**src/rtl/fft_pkg.sv**
```systemverilog
// Shared FFT definitions: twiddle-sequencer state type and default stage geometry
// used by the stage providers.
package fft_pkg;

  typedef enum logic [1:0] {
    IDLE  = 2'd0,
    RUN   = 2'd1,
    FLUSH = 2'd2
  } tf_seq_state_t;

  localparam int FFT_FLOAT_LEN  = 32;
  localparam int FFT_FRAME_LOG2 = 13;
  localparam int FFT_TF_LOG2    = 5;

endpackage

```
**src/rtl/tf_addr_gen.sv**
```systemverilog
// Twiddle ROM address generator: optional hold prescaler followed by a
// naturally wrapping address register.
module tf_addr_gen
  import fft_pkg::*;
#(
  parameter int addr_len  = FFT_TF_LOG2,
  parameter int hold_log2 = 0
) (
  input  logic                clk,
  input  logic                rst,
  input  logic                clear,
  input  logic                step,
  output logic [addr_len-1:0] tf_addr
);

  localparam logic [addr_len-1:0] ADDR_ONE = 1;

  logic advance;

  generate
    if (hold_log2 == 0) begin : g_no_hold
      assign advance = step;
    end else begin : g_hold
      localparam logic [hold_log2-1:0] HOLD_ONE = 1;
      logic [hold_log2-1:0] hold_cnt;

      always_ff @(posedge clk) begin
        if (rst || clear) begin
          hold_cnt <= '0;
        end else if (step) begin
          hold_cnt <= hold_cnt + HOLD_ONE;
        end
      end

      // The address moves on the sample that wraps the hold counter.
      assign advance = step && (&hold_cnt);
    end
  endgenerate

  always_ff @(posedge clk) begin
    if (rst || clear) begin
      tf_addr <= '0;
    end else if (advance) begin
      tf_addr <= tf_addr + ADDR_ONE;
    end
  end

endmodule

```
**src/rtl/tf_sequencer.sv**
```systemverilog
// Frame controller for one FFT stage's twiddle ROM (enable, address, valid, status).
// Optional macro TF_SEQ_OVERRUN_EN adds a sticky overrun flag output.
module tf_sequencer
  import fft_pkg::*;
#(
  parameter int float_len        = FFT_FLOAT_LEN,
  parameter int bram_addr_len    = FFT_FRAME_LOG2,
  parameter int stageNum         = 6,
  parameter int bram_tf_addr_len = FFT_TF_LOG2,
  parameter int tf_hold_log2     = 0
) (
  input  logic                        clk,
  input  logic                        rst,
  input  logic                        start,
  input  logic                        in_valid,
  output logic                        tf_en,
  output logic [bram_tf_addr_len-1:0] tf_addr,
  output logic                        tf_valid,
  output logic                        busy,
  output logic                        frame_done,
  output logic [7:0]                  stage_id
`ifdef TF_SEQ_OVERRUN_EN
  ,
  output logic                        overrun
`endif
);

  localparam logic [bram_addr_len-1:0] SAMPLE_ONE = 1;

  generate
    if (float_len < 1) begin : g_bad_float_len
      $error("tf_sequencer: float_len must be positive");
    end
  endgenerate

  tf_seq_state_t            state;
  tf_seq_state_t            state_next;
  logic [bram_addr_len-1:0] sample_cnt;
  logic                     clear;

  assign stage_id = 8'(stageNum);

  always_ff @(posedge clk) begin
    if (rst) begin
      state <= IDLE;
    end else begin
      state <= state_next;
    end
  end

  // A start seen in FLUSH re-enters RUN directly so frames can run back to back.
  always_comb begin
    state_next = state;
    tf_en      = 1'b0;
    busy       = 1'b0;
    clear      = 1'b0;
    case (state)
      IDLE: begin
        if (start) begin
          state_next = RUN;
          clear      = 1'b1;
        end
      end
      RUN: begin
        busy  = 1'b1;
        tf_en = in_valid;
        if (in_valid && (&sample_cnt)) begin
          state_next = FLUSH;
        end
      end
      FLUSH: begin
        busy = 1'b1;
        if (start) begin
          state_next = RUN;
          clear      = 1'b1;
        end else begin
          state_next = IDLE;
        end
      end
      default: state_next = IDLE;
    endcase
  end

  always_ff @(posedge clk) begin
    if (rst || clear) begin
      sample_cnt <= '0;
    end else if (tf_en) begin
      sample_cnt <= sample_cnt + SAMPLE_ONE;
    end
  end

  // tf_valid tracks the ROM's single-cycle read latency.
  always_ff @(posedge clk) begin
    if (rst) begin
      tf_valid   <= 1'b0;
      frame_done <= 1'b0;
    end else begin
      tf_valid   <= tf_en;
      frame_done <= (state_next == FLUSH);
    end
  end

  tf_addr_gen #(
    .addr_len (bram_tf_addr_len),
    .hold_log2(tf_hold_log2)
  ) u_addr_gen (
    .clk    (clk),
    .rst    (rst),
    .clear  (clear),
    .step   (tf_en),
    .tf_addr(tf_addr)
  );

`ifdef TF_SEQ_OVERRUN_EN
  always_ff @(posedge clk) begin
    if (rst) begin
      overrun <= 1'b0;
    end else if ((state == RUN && start) || (state == IDLE && in_valid)) begin
      overrun <= 1'b1;
    end
  end
`endif

endmodule
```
**config.mk**
```make
export PLATFORM = sky130hd
export DESIGN_NAME = tf_sequencer
export DESIGN_NICKNAME = d
export VERILOG_FILES = /design/src/rtl/fft_pkg.sv /design/src/rtl/tf_addr_gen.sv /design/src/rtl/tf_sequencer.sv
export SDC_FILE = /design/constraint.sdc
export NUM_CORES = 1
export LEC_CHECK = 0
export CAP_MARGIN = 0
export CELL_PAD_IN_SITES_DETAIL_PLACEMENT = 1
export CELL_PAD_IN_SITES_GLOBAL_PLACEMENT = 1
export CORE_MARGIN = 3
export CORE_UTILIZATION = 51
export CTS_BUF_LIST = sky130_fd_sc_hd__clkbuf_2 sky130_fd_sc_hd__clkbuf_4 sky130_fd_sc_hd__clkbuf_8
export CTS_CLUSTER_SIZE = 10
export DETAILED_ROUTE_END_ITERATION = 6
export DONT_BUFFER_PORTS = 1
export GPL_TIMING_DRIVEN = 0
export PLACE_DENSITY = 0.82
export RECOVER_POWER = 100
export SLEW_MARGIN = 20
export SYNTH_ARGS = -nofsm -noshare
export SYNTH_HDL_FRONTEND = slang
export SYNTH_SLANG_ARGS = --single-unit
```
**constraint.sdc**
```tcl
create_clock -name clk -period 2.9 [get_ports clk]
set_clock_uncertainty 0.15 [all_clocks]
set_input_delay 0.58 -clock clk [delete_from_list [all_inputs] [get_ports clk]]
set_output_delay 0.58 -clock clk [all_outputs]
set_load 0.01 [all_outputs]
```
# Yosys cells after proc, flatten, opt, wreduce, memory -nomap -nowiden
# Index checks and enable logic that the tools add are counted.
classes:
  addsub: 2
  reduce_logical: 6
  n_eq_ne: 3
  mux: 8
op_table:
  columns: ["op", "n"]
  rows:
  - ["$add 13x1->13 const B", 1]
  - ["$reduce_and 13->1", 1]
  - ["$pmux 2 s3", 1]
  - ["$add 5x1->5 const B", 1]
  - ["$mux 1", 5]
  - ["$eq 2x2->1 const B", 2]
  - ["$mux 2", 2]
  - ["$reduce_or 2->1", 2]
  - ["$eq 2x1->1 const B", 1]
  - ["$logic_not 2->1", 1]
  - ["$logic_and 1x1->1", 1]
  - ["$logic_or 1x1->1", 1]
word_totals:
  register_bits: 22
  in_bits: 4
  output_inout_bits: 17

# Longest topological paths before layout
logic_depth:
  word_depth: 5
  depth_mapped: 8
  depth_no_buf: 7

# Modules after synthesis
# From an unflattened synthesis, not the netlist that was laid out.
hier_totals:
  hier_cells: 127
  hier_area_um2: 1126.1
modules_own_cells:
  columns: ["module", "cells_each", "area_per_inst_um2", "seq_area_each_um2", "instances"]
  rows:
  - ["tf_sequencer", 104, 887.1, 340.3, 1]
  - ["tf_addr_gen", 23, 239.0, 100.1, 1]

# Worst setup path after synthesis
# Ideal clock, no wire load.
synth_path:
  path_kind: "register to output"
  from: "register state[1]"
  to: "output port tf_en"
  setup_slack_ns: 1.123
  required_time_ns: 2.170
  path_stages_with_launch: 6
  arrival_ns: 1.047
  path_buffers: 1
  path_cell_list: "dfxtp_1 > inv_1 > ha_1 > nand2_1 > inv_1 > buf_2"
synth_between:
  elab_chain_cells: 2
synth_rtl:
  columns: ["element", "line", "text"]
  rows:
  - ["from (decl)", "tf_sequencer.sv:36", "tf_seq_state_t state;"]
  - ["from (signal assigned)", "tf_sequencer.sv:47", "state <= state_next;"]
  - ["$eq 2x1->1", "tf_sequencer.sv:57", "case (state)"]
  - ["$mux 1", "tf_sequencer.sv:57", null]
  - ["to (decl)", "tf_sequencer.sv:16", "output logic tf_en,"]
# No other way between the ends.

# Final worst setup path
# Same ends and word-level chain as after synthesis.

==> impl_metrics.csv <==
group,metric,value,unit
pwr,power_density,423,mW/mm^2
worst_setup_path,r2r_start,"state[0]",
run,cap_violations,0,
worst_setup_path,arrival,1.66,ns
cts,post_cts_buffers,0,
synth,synth-async-reset-ratio,0,%
sta,post-route-period-util,82.4,%
detailed_routing,first_iter_violations,6,
detailed_routing,drc,0,
synth,synthDistinctLibCells,29,
die,fp.dieH,51.9,microns
worst_setup_path,crit_top_cell,"inv_1",
worst_setup_path,crit_chain,"inv_1 > ha_1 > nand2_1 > inv_1 > buf_2",
worst_setup_path,worst_setup_path_start_kind,"register",
sta,maxSlewViolCount,0,
cts,clk_pin_slew,0.10,ns
worst_setup_path,crit_required,2.17,ns
global_route,gr-total-overflow,0,
synth,yosysTopAreaCellShare,40.9,%
hold_path,hp-start,"rst",
sta,tightest_slew,0.507,ns
detailed_routing,dr_wl_met3,124,microns
detailed_routing,drt_pass1_iterations,4,
die,dieArea,0.00270,sq mm
sta,fin_setup_tns,0,ns
worst_setup_path,crit_family,"flip-flops",
layout,fin_nets,145,
sta,timing.final.ws_setup,0.511,ns
worst_setup_path,cp_slowest_stage_delay,0.42,ns
pwr,p_leak,0.440,nW
synth,syn_avg_cell_area,8.68,sq um
placement,dp_hpwl,1820,microns
detailed_routing,routedWlPerCell,14.8,microns
sta,hold_viol,0,
hold_path,holdPathStages,1,
layout,drive_above_1_share,9.77,%
sta,rsz0062_at_grt,"false",
placement,pre_cts_ws,0.863,ns
synth,yosysTopAreaCell,"dfxtp_1",
cts,cts-resized-gates,0,
layout,diodes,0,
placement,io_buffers,0,
global_route,track_usage,20.3,%
synth,synth_ff_type,"dfxtp_1",
pwr,ir_drop,0.000262,V
worst_setup_path,rrSetupSlack,0.80,ns
synth,synth_top_cells_by_area,"dfxtp_1 (41%), ha_1 (7.0%), nor2_1 (6.3%)",
synth,yosys_warnings,0,
cts,cts_tree,"done",
synth,synth.most_common_cell,"dfxtp_1",
synth,ys_ff_latch,22,
cts,clock-sinks,22,
global_route,first_global_vias,896,
global_route,grt_pass1_wl,4040,microns
die,boundaryPins,21,
detailed_routing,via_per_inst,5.47,
detailed_routing,wl_met2,1120,microns
global_route,antenna_found_initial,0,
detailed_routing,met1_length,1050,microns
worst_setup_path,cp_max_fo,10,
detailed_routing,num_vias,864,
die,die_width,51.9,microns
cts,cts_hold_buf,0,
cts,cts_root_buffer,"clkbuf_4",
die,start_util,57.9,%
sta,min_period,2.39,ns
synth,synth_cells,124,
detailed_routing,drt_wl_total,2330,microns
worst_setup_path,path_buf_inv,3,
synth,synth_edf_count,0,
detailed_routing,top_layer,"met4",
sta,setup_viol,0,
placement,gp_congestion,0.769,
detailed_routing,antenna_left,0,
worst_setup_path,reg2reg_to,"sample_cnt[12]",
worst_setup_path,slowest_stage,"dfxtp_1",
cts,clock_latency,0.29,ns
hold_path,worst_hold_path.endpoint,"tf_valid",
worst_setup_path,worst-setup-path-type,"register to output pin",
layout,area_growth,6.40,%
cts,clock_path_buffers,2,
cts,ctsHtreeMaxLevel,1,
cts,cts_made_buffers,3,
worst_setup_path,cp-end-kind,"output pin",
die,core.rowCount,15,
worst_setup_path,r2r_cells,7,
sta,maxSlewHeadroom,66.2,%
synth,syn-cell-area,0.00108,sq mm
run_status,status,"complete, no violations",
global_route,grt_max_degree,12,
hold_path,hold_path_class,"input pin to register",
sta,max_freq,419,MHz
die,core_area,0.00186,sq mm
synth,ys_seq_area_share,40.9,%
synth,yosys-top-cells-count,"dfxtp_1 (22), nor2_1 (18), nand2_1 (10)",
worst max-delay path by stage:
| stage | startpoint | end | slack, ns | cells past startpoint |
|---|---|---|---|---|
| 5_1_grt | state[1] | tf_en | 0.39 | 5 |
| 6_report | state[1] | tf_en | 0.51 | 5 |
| 3_5_place_dp | state[1] | tf_en | 0.86 | 5 |
| 4_1_cts | state[1] | tf_en | 0.51 | 5 |
| 2_1_floorplan | state[1] | tf_en | 1.12 | 5 |
| 3_3_place_gp | state[1] | tf_en | 0.93 | 5 |
power breakdown:
| group | internal [mW] | switching (mW) | total [mW] | leakage, nW |
|---|---|---|---|---|
| Combinational | 0.0177 | 0.0281 | 0.0458 | 0.248 |
| Sequential | 0.305 | 0.00412 | 0.309 | 0.178 |
| Clock | 0.0484 | 0.0810 | 0.129 | 0.0138 |
| Total | 0.371 | 0.113 | 0.484 | 0.440 |
logic make-up after synthesis:
logic type | count (synthesis) | synth area share [%]
simple gates | 51 | 23.5
buf+inv | 16 | 8.60
flops | 22 | 40.9
other cells | 2 | 0.698
compound gates | 13 | 7.91
fa+ha+maj | 6 | 6.98
xor+xnor | 14 | 11.4
flip-flops by register name (all words and copies together), names as in the netlist:
signal,count
sample_cnt,13
u_addr_gen.tf_addr,5
state,2
frame_done,1
tf_valid,1
through the flow:
| step | cell area (sq um) | total power [mW] | hold slack, ns | utilization, % | instances |
|---|---|---|---|---|---|
| 2_1_floorplan | 1100 | 0.353 | 0.302 | - | 130 |
| 3_3_place_gp | 1130 | 0.360 | 0.312 | 60.8 | 155 |
| 3_5_place_dp | 1130 | 0.362 | 0.324 | 60.8 | 155 |
| 4_1_cts | 1150 | 0.490 | 0.182 | 62.0 | 158 |
| 5_1_grt | 1140 | 0.510 | 0.162 | 61.6 | 158 |
| 6_report | 1140 | 0.484 | 0.189 | 61.6 | 158 |
final cells by class:
cell class                 count  area [sq um]
clock buffer                   3          22.5
sequential                    22           440
tap                           25          31.3
inverter                       5          18.8
fill                         229           713
multi-input combinational     92           559
buffer                        11          72.6
cell usage in the layout (no fill, tap or decap), types with 2 or more instances in the layout:
cell type / n
o21ai_0: 4
xor2_1: 7
inv_1: 5
clkbuf_4: 3
conb_1: 8
a21oi_1: 4
nor2_1: 18
ha_1: 6
nor3_1: 3
xnor2_1: 7
nor4_1: 3
buf_4: 8
nor2b_1: 2
nand3_1: 2
nand2_1: 10
clkbuf_1: 2
dfxtp_1: 22
nand4_1: 7
per-layer routing:
metal | up-vias | global-route usage [%]
li1 | 426 | -
met1 | 414 | 23.7
met2 | 20 | 34.7
met3 | 4 | 6.59
met4 | 0 | 6.11
met5 | - | 0
Power figures use the tool's default switching activity.
